### src/rtl/seven_seg_pattern_decoder.sv
// Recovers the hex nibble shown on a 7-segment pattern. The pattern is synchronised,
// must hold steady for STABLE_CYCLES cycles, and is then decoded, reported blank or flagged illegal.
module seven_seg_pattern_decoder #(
  parameter int STABLE_CYCLES = 4,
  parameter bit ACTIVE_LOW    = 1'b1
) (
  input  logic       i_Clk,
  input  logic       i_Rst_L,
  input  logic [6:0] i_Segments,
  output logic [3:0] o_Nibble,
  output logic       o_Valid,
  output logic       o_Error,
  output logic       o_Blank,
  output logic [6:0] o_Pattern
);

  localparam int CNT_W = $clog2(STABLE_CYCLES + 1);
  localparam logic [CNT_W-1:0] CNT_LAST = CNT_W'(STABLE_CYCLES - 1);

  localparam logic [0:0] SETTLING = 1'b0;
  localparam logic [0:0] STABLE   = 1'b1;

  logic [6:0]       seg_norm;
  logic [6:0]       sync_meta;
  logic [6:0]       sync_out;
  logic [6:0]       ref_pat;
  logic [CNT_W-1:0] cnt;
  logic [0:0]       state;
  logic             tbl_hit;
  logic [3:0]       tbl_nibble;

  // Normalise to active-high before the synchroniser so every later stage sees lit = 1.
  assign seg_norm = ACTIVE_LOW ? ~i_Segments : i_Segments;

  always_comb begin
    tbl_hit    = 1'b1;
    tbl_nibble = 4'h0;
    case (ref_pat)
      7'h3F: tbl_nibble = 4'h0;
      7'h06: tbl_nibble = 4'h1;
      7'h5B: tbl_nibble = 4'h2;
      7'h4F: tbl_nibble = 4'h3;
      7'h66: tbl_nibble = 4'h4;
      7'h6D: tbl_nibble = 4'h5;
      7'h7D: tbl_nibble = 4'h6;
      7'h07: tbl_nibble = 4'h7;
      7'h7F: tbl_nibble = 4'h8;
      7'h6F: tbl_nibble = 4'h9;
      7'h77: tbl_nibble = 4'hA;
      7'h7C: tbl_nibble = 4'hB;
      7'h39: tbl_nibble = 4'hC;
      7'h5E: tbl_nibble = 4'hD;
      7'h79: tbl_nibble = 4'hE;
      7'h71: tbl_nibble = 4'hF;
      default: tbl_hit = 1'b0;
    endcase
  end

  always_ff @(posedge i_Clk) begin
    if (!i_Rst_L) begin
      sync_meta <= 7'h00;
      sync_out  <= 7'h00;
      ref_pat   <= 7'h00;
      cnt       <= '0;
      state     <= SETTLING;
      o_Nibble  <= 4'h0;
      o_Valid   <= 1'b0;
      o_Error   <= 1'b0;
      o_Blank   <= 1'b0;
      o_Pattern <= 7'h00;
    end else begin
      sync_meta <= seg_norm;
      sync_out  <= sync_meta;
      o_Valid   <= 1'b0;
      o_Error   <= 1'b0;
      case (state)
        SETTLING: begin
          if (sync_out != ref_pat) begin
            ref_pat <= sync_out;
            cnt     <= '0;
          end else if (cnt == CNT_LAST) begin
            // Pattern has held long enough: decode exactly once, then wait for a change.
            state     <= STABLE;
            cnt       <= '0;
            o_Pattern <= ref_pat;
            if (tbl_hit) begin
              o_Nibble <= tbl_nibble;
              o_Valid  <= 1'b1;
              o_Blank  <= 1'b0;
            end else if (ref_pat == 7'h00) begin
              o_Blank <= 1'b1;
            end else begin
              o_Error <= 1'b1;
              o_Blank <= 1'b0;
            end
          end else begin
            cnt <= cnt + 1'b1;
          end
        end
        default: begin
          if (sync_out != ref_pat) begin
            ref_pat <= sync_out;
            cnt     <= '0;
            state   <= SETTLING;
          end
        end
      endcase
    end
  end

endmodule

### config.mk
export PLATFORM = sky130hd
export DESIGN_NAME = seven_seg_pattern_decoder
export DESIGN_NICKNAME = d
export VERILOG_FILES = /design/src/rtl/seven_seg_pattern_decoder.sv
export SDC_FILE = /design/constraint.sdc
export NUM_CORES = 1
export LEC_CHECK = 0
export ABC_AREA = 1
export CORE_AREA = 4 4 65 67
export DETAILED_ROUTE_END_ITERATION = 16
export DIE_AREA = 0 0 69 71
export PLACE_DENSITY = 0.68
export REMOVE_ABC_BUFFERS = 1
export SYNTH_ARGS = -nofsm -noshare
export SYNTH_HDL_FRONTEND = slang
export SYNTH_SLANG_ARGS = --single-unit
### constraint.sdc
create_clock -name i_Clk -period 1.5 [get_ports i_Clk]
set_input_delay 0.3 -clock i_Clk [delete_from_list [all_inputs] [get_ports i_Clk]]
set_output_delay 0.3 -clock i_Clk [all_outputs]
set_load 0.01 [all_outputs]
==> impl_metrics.yaml <==
worst_setup_path:
  start_kind: "register"
  arrival_ns: 1.70
  crit_type: "reg -> reg"
  startpoint: "ref_pat[1]$_SDFFE_PN0P_"
  path_buf_inv: 1
  path_cells: "buf_6 -> nand2_2 -> nor2_4 -> nand3_2 -> nand2_2 -> nor2_2 -> nand3_4 -> nand2_4 -> nand2_1 -> nand2_1 -> nor2_2"
  cp_slowest_cell: "dfxtp_2"
  cp_max_fo: 5
  timing.rr.start: "ref_pat[1]$_SDFFE_PN0P_"
  cp_data_required_time_ns: 1.73
  path_delay_family: "simple AND/OR/NAND/NOR gates"
  crit_path_end_kind: "register"
  slowest_delay_ns: 0.35
sta:
  tightest_slew_ns: 0.281
  finalCritPeriodShare_pct: 97.8
  min_period_ns: 1.47
  max_slew_margin_pct: 81.2
  setup_viol: 0
  fmax_mhz: 682
  slew_violations: 0
  rsz0062_at_grt: "true"
  finalHoldViolCount: 0
  fin_skew_ns: 0.00524
finish:
  fill_cells: 314
  multi_input_area_um2: 920
  antenna_cells: 0
  fin_cells: 317
  final_cell_area_um2: 2410
  drive_gt1_share_pct: 32.3
  nets: 278
  final-seq-area_um2: 805
  syn2layout_area_growth_pct: 35.9
routing:
  route.detailed.drc: 0
  vias: 1492
  vias_per_cell: 4.71
  drt_iter0_markers: 60
  drt-total-wl_mm: 3.39
  ant_nets: 0
  firstDrtPassIters: 4
  wl_per_cell_um: 10.7
yosys:
  ys_ff_latch: 39
  synthTopCellsByCount: "45 x nand2_1, 39 x dfxtp_1, 39 x nor2_1, 26 x inv_1"
  syn_inst: 227
  yosysTopAreaCell: "dfxtp_1"
  yosys_warnings: 0
  avgSynthCellArea_um2: 7.80
  synth_edf_count: 0
  synth_cell_types: 30
  syn-cell-area_um2: 1770
  synth.most_common_cell: "nand2_1"
  yosysTopAreaCellShare_pct: 44.1
  synth_flop_cell: "dfxtp_1"
  async_reset_ff_share_pct: 0
  post_synth_main_area_contributors: "dfxtp_1 44%, nand2_1 9.5%, nor2_1 8.3%"
  ys_seq_area_share_pct: 44.1
die:
  core_um2: 3630
  placementRows: 22
  die_w_um: 69
  die-area_um2: 4900
  die_h_um: 71
  io_pins: 23
  start_util_pct: 48.7
global_routing:
  grt_max_degree: 14
  grt_usage_pct: 14.7
  overflow: 0
  grt_first_pass_wirelength_mm: 5.83
  grt_pass1_vias: 1381
  antenna_found_initial: 0
clocking:
  cts_buffers: 5
  postCtsHoldBufs: 0
  cts_tree: "done"
  clockBufferDepth: 2
  h-tree-depth: 2
  root_buffer: "clkbuf_8"
  clk-insertion-delay-late_ns: 0.29
  clkTransAtPathRegs_ns: 0.08
  cts.sinks: 39
run_status:
  status: "finished clean"
pwr:
  power_w: 0.00212
  p_leak_nw: 1.29
  peakVddDrop_mv: 0.624
  power_density_nw_per_um2: 881
placed_design:
  placed_area_um2: 2120
  numPlacedInstances: 307
  port_buffers: 22
  gp_congestion: 0.910
  dpl.hpwl_mm: 2.51
worst_hold_path:
  hold_path.startpoint: "sync_meta[2]$_SDFF_PN0_"
  hold_class: "reg -> reg"
flow_run:
  maxCapViolations: 0
layout by cell type, fill, tap and decap left out, drive strengths merged:
cell type       n
dfxtp          39
clkbuf          5
dlymetal6s2s    8
xnor2           6
inv            28
o21ai           8
nor3            3
ha              1
clkinv          2
nand4           6
a21oi           8
bufinv          1
nand3          11
buf            20
nor2           50
clkdlybuf4s50  14
nor4            1
nand3b          1
o31ai           1
nand2          55
xor2            1
cell families after synthesis:
group,share of synthesized area [%]
compound gates,5.44
xor+xnor,3.89
fa+ha+maj,0.707
buf+inv,9.82
flops,44.1
simple gates,36.0
worst min-delay path, cell delays in order, from the launching register on:
cell and delay [ns]:
dfxtp_1 0.30, nand2_1 0.05, inv_1 0.03
metrics by stage:
| step | utilization, % | setup WS [ns] | hold slack (ns) | TNS (ns) |
|---|---|---|---|---|
| finish | 66.2 | 0.0337 | 0.416 | 0 |
| CTS | 62.1 | 0.00346 | 0.415 | 0 |
| floorplan | - | 0.0544 | 0.372 | 0 |
| detailed placement | 58.5 | -0.0636 | 0.397 | -0.203 |
| global placement | 58.5 | -0.0411 | 0.391 | -0.0670 |
| global route | 66.2 | -0.0644 | 0.435 | -0.110 |
final cells by class:
| cell class | count | area share, % |
|---|---|---|
| clock inverter | 3 | 1.82 |
| sequential | 39 | 33.4 |
| multi-input combinational | 152 | 38.2 |
| tap | 48 | 2.50 |
| inverter | 28 | 4.47 |
| clock buffer | 5 | 2.86 |
| timing repair buffer | 42 | 16.7 |
report_power, final:
group,leakage [nW],switching [W],total (W),internal [W]
clock network,0.0581,0.000374,0.000869,0.000495
logic,0.909,0.0000912,0.000173,0.0000815
registers,0.323,0.0000225,0.00108,0.00106
total,1.29,0.000487,0.00212,0.00163
registers in the layout (all words and copies together) (netlist names), 3 cells and up:
register   flops
o_Pattern      7
ref_pat        7
o_Nibble       4
sync_out       7
sync_meta      7
cnt            3
worst paths after layout:
check	depth (start not counted)	end	slack (ns)
worst max-delay path	11	o_Nibble[1]$_SDFFE_PN0P_	0.03
worst min-delay path	2	sync_out[2]$_SDFF_PN0_	0.42
worst max register to register	11	o_Nibble[1]$_SDFFE_PN0P_	0.03
worst min register to register	2	sync_out[2]$_SDFF_PN0_	0.42
layer usage:
| metal | vias up | track usage (%) | share of wire [%] |
|---|---|---|---|
| met4 | 0 | 6.72 | 2.4 |
| met3 | 11 | 4.69 | 5.2 |
| met1 | 654 | 16.7 | 44 |
| met5 | - | 0 | 0 |
| li1 | 787 | - | - |
| met2 | 40 | 25.1 | 48 |
what timing repair did:
| action | CTS | global route |
|---|---|---|
| endpoints found under the setup margin | 10 | 24 |
| setup buffers | 0 | 1 |
| hold endpoints to repair | 0 | 0 |
| gates cloned | 1 | 0 |
| pin swaps | 1 | 22 |
| gates resized for setup | 5 | 49 |
Power figures use the tool's default switching activity.
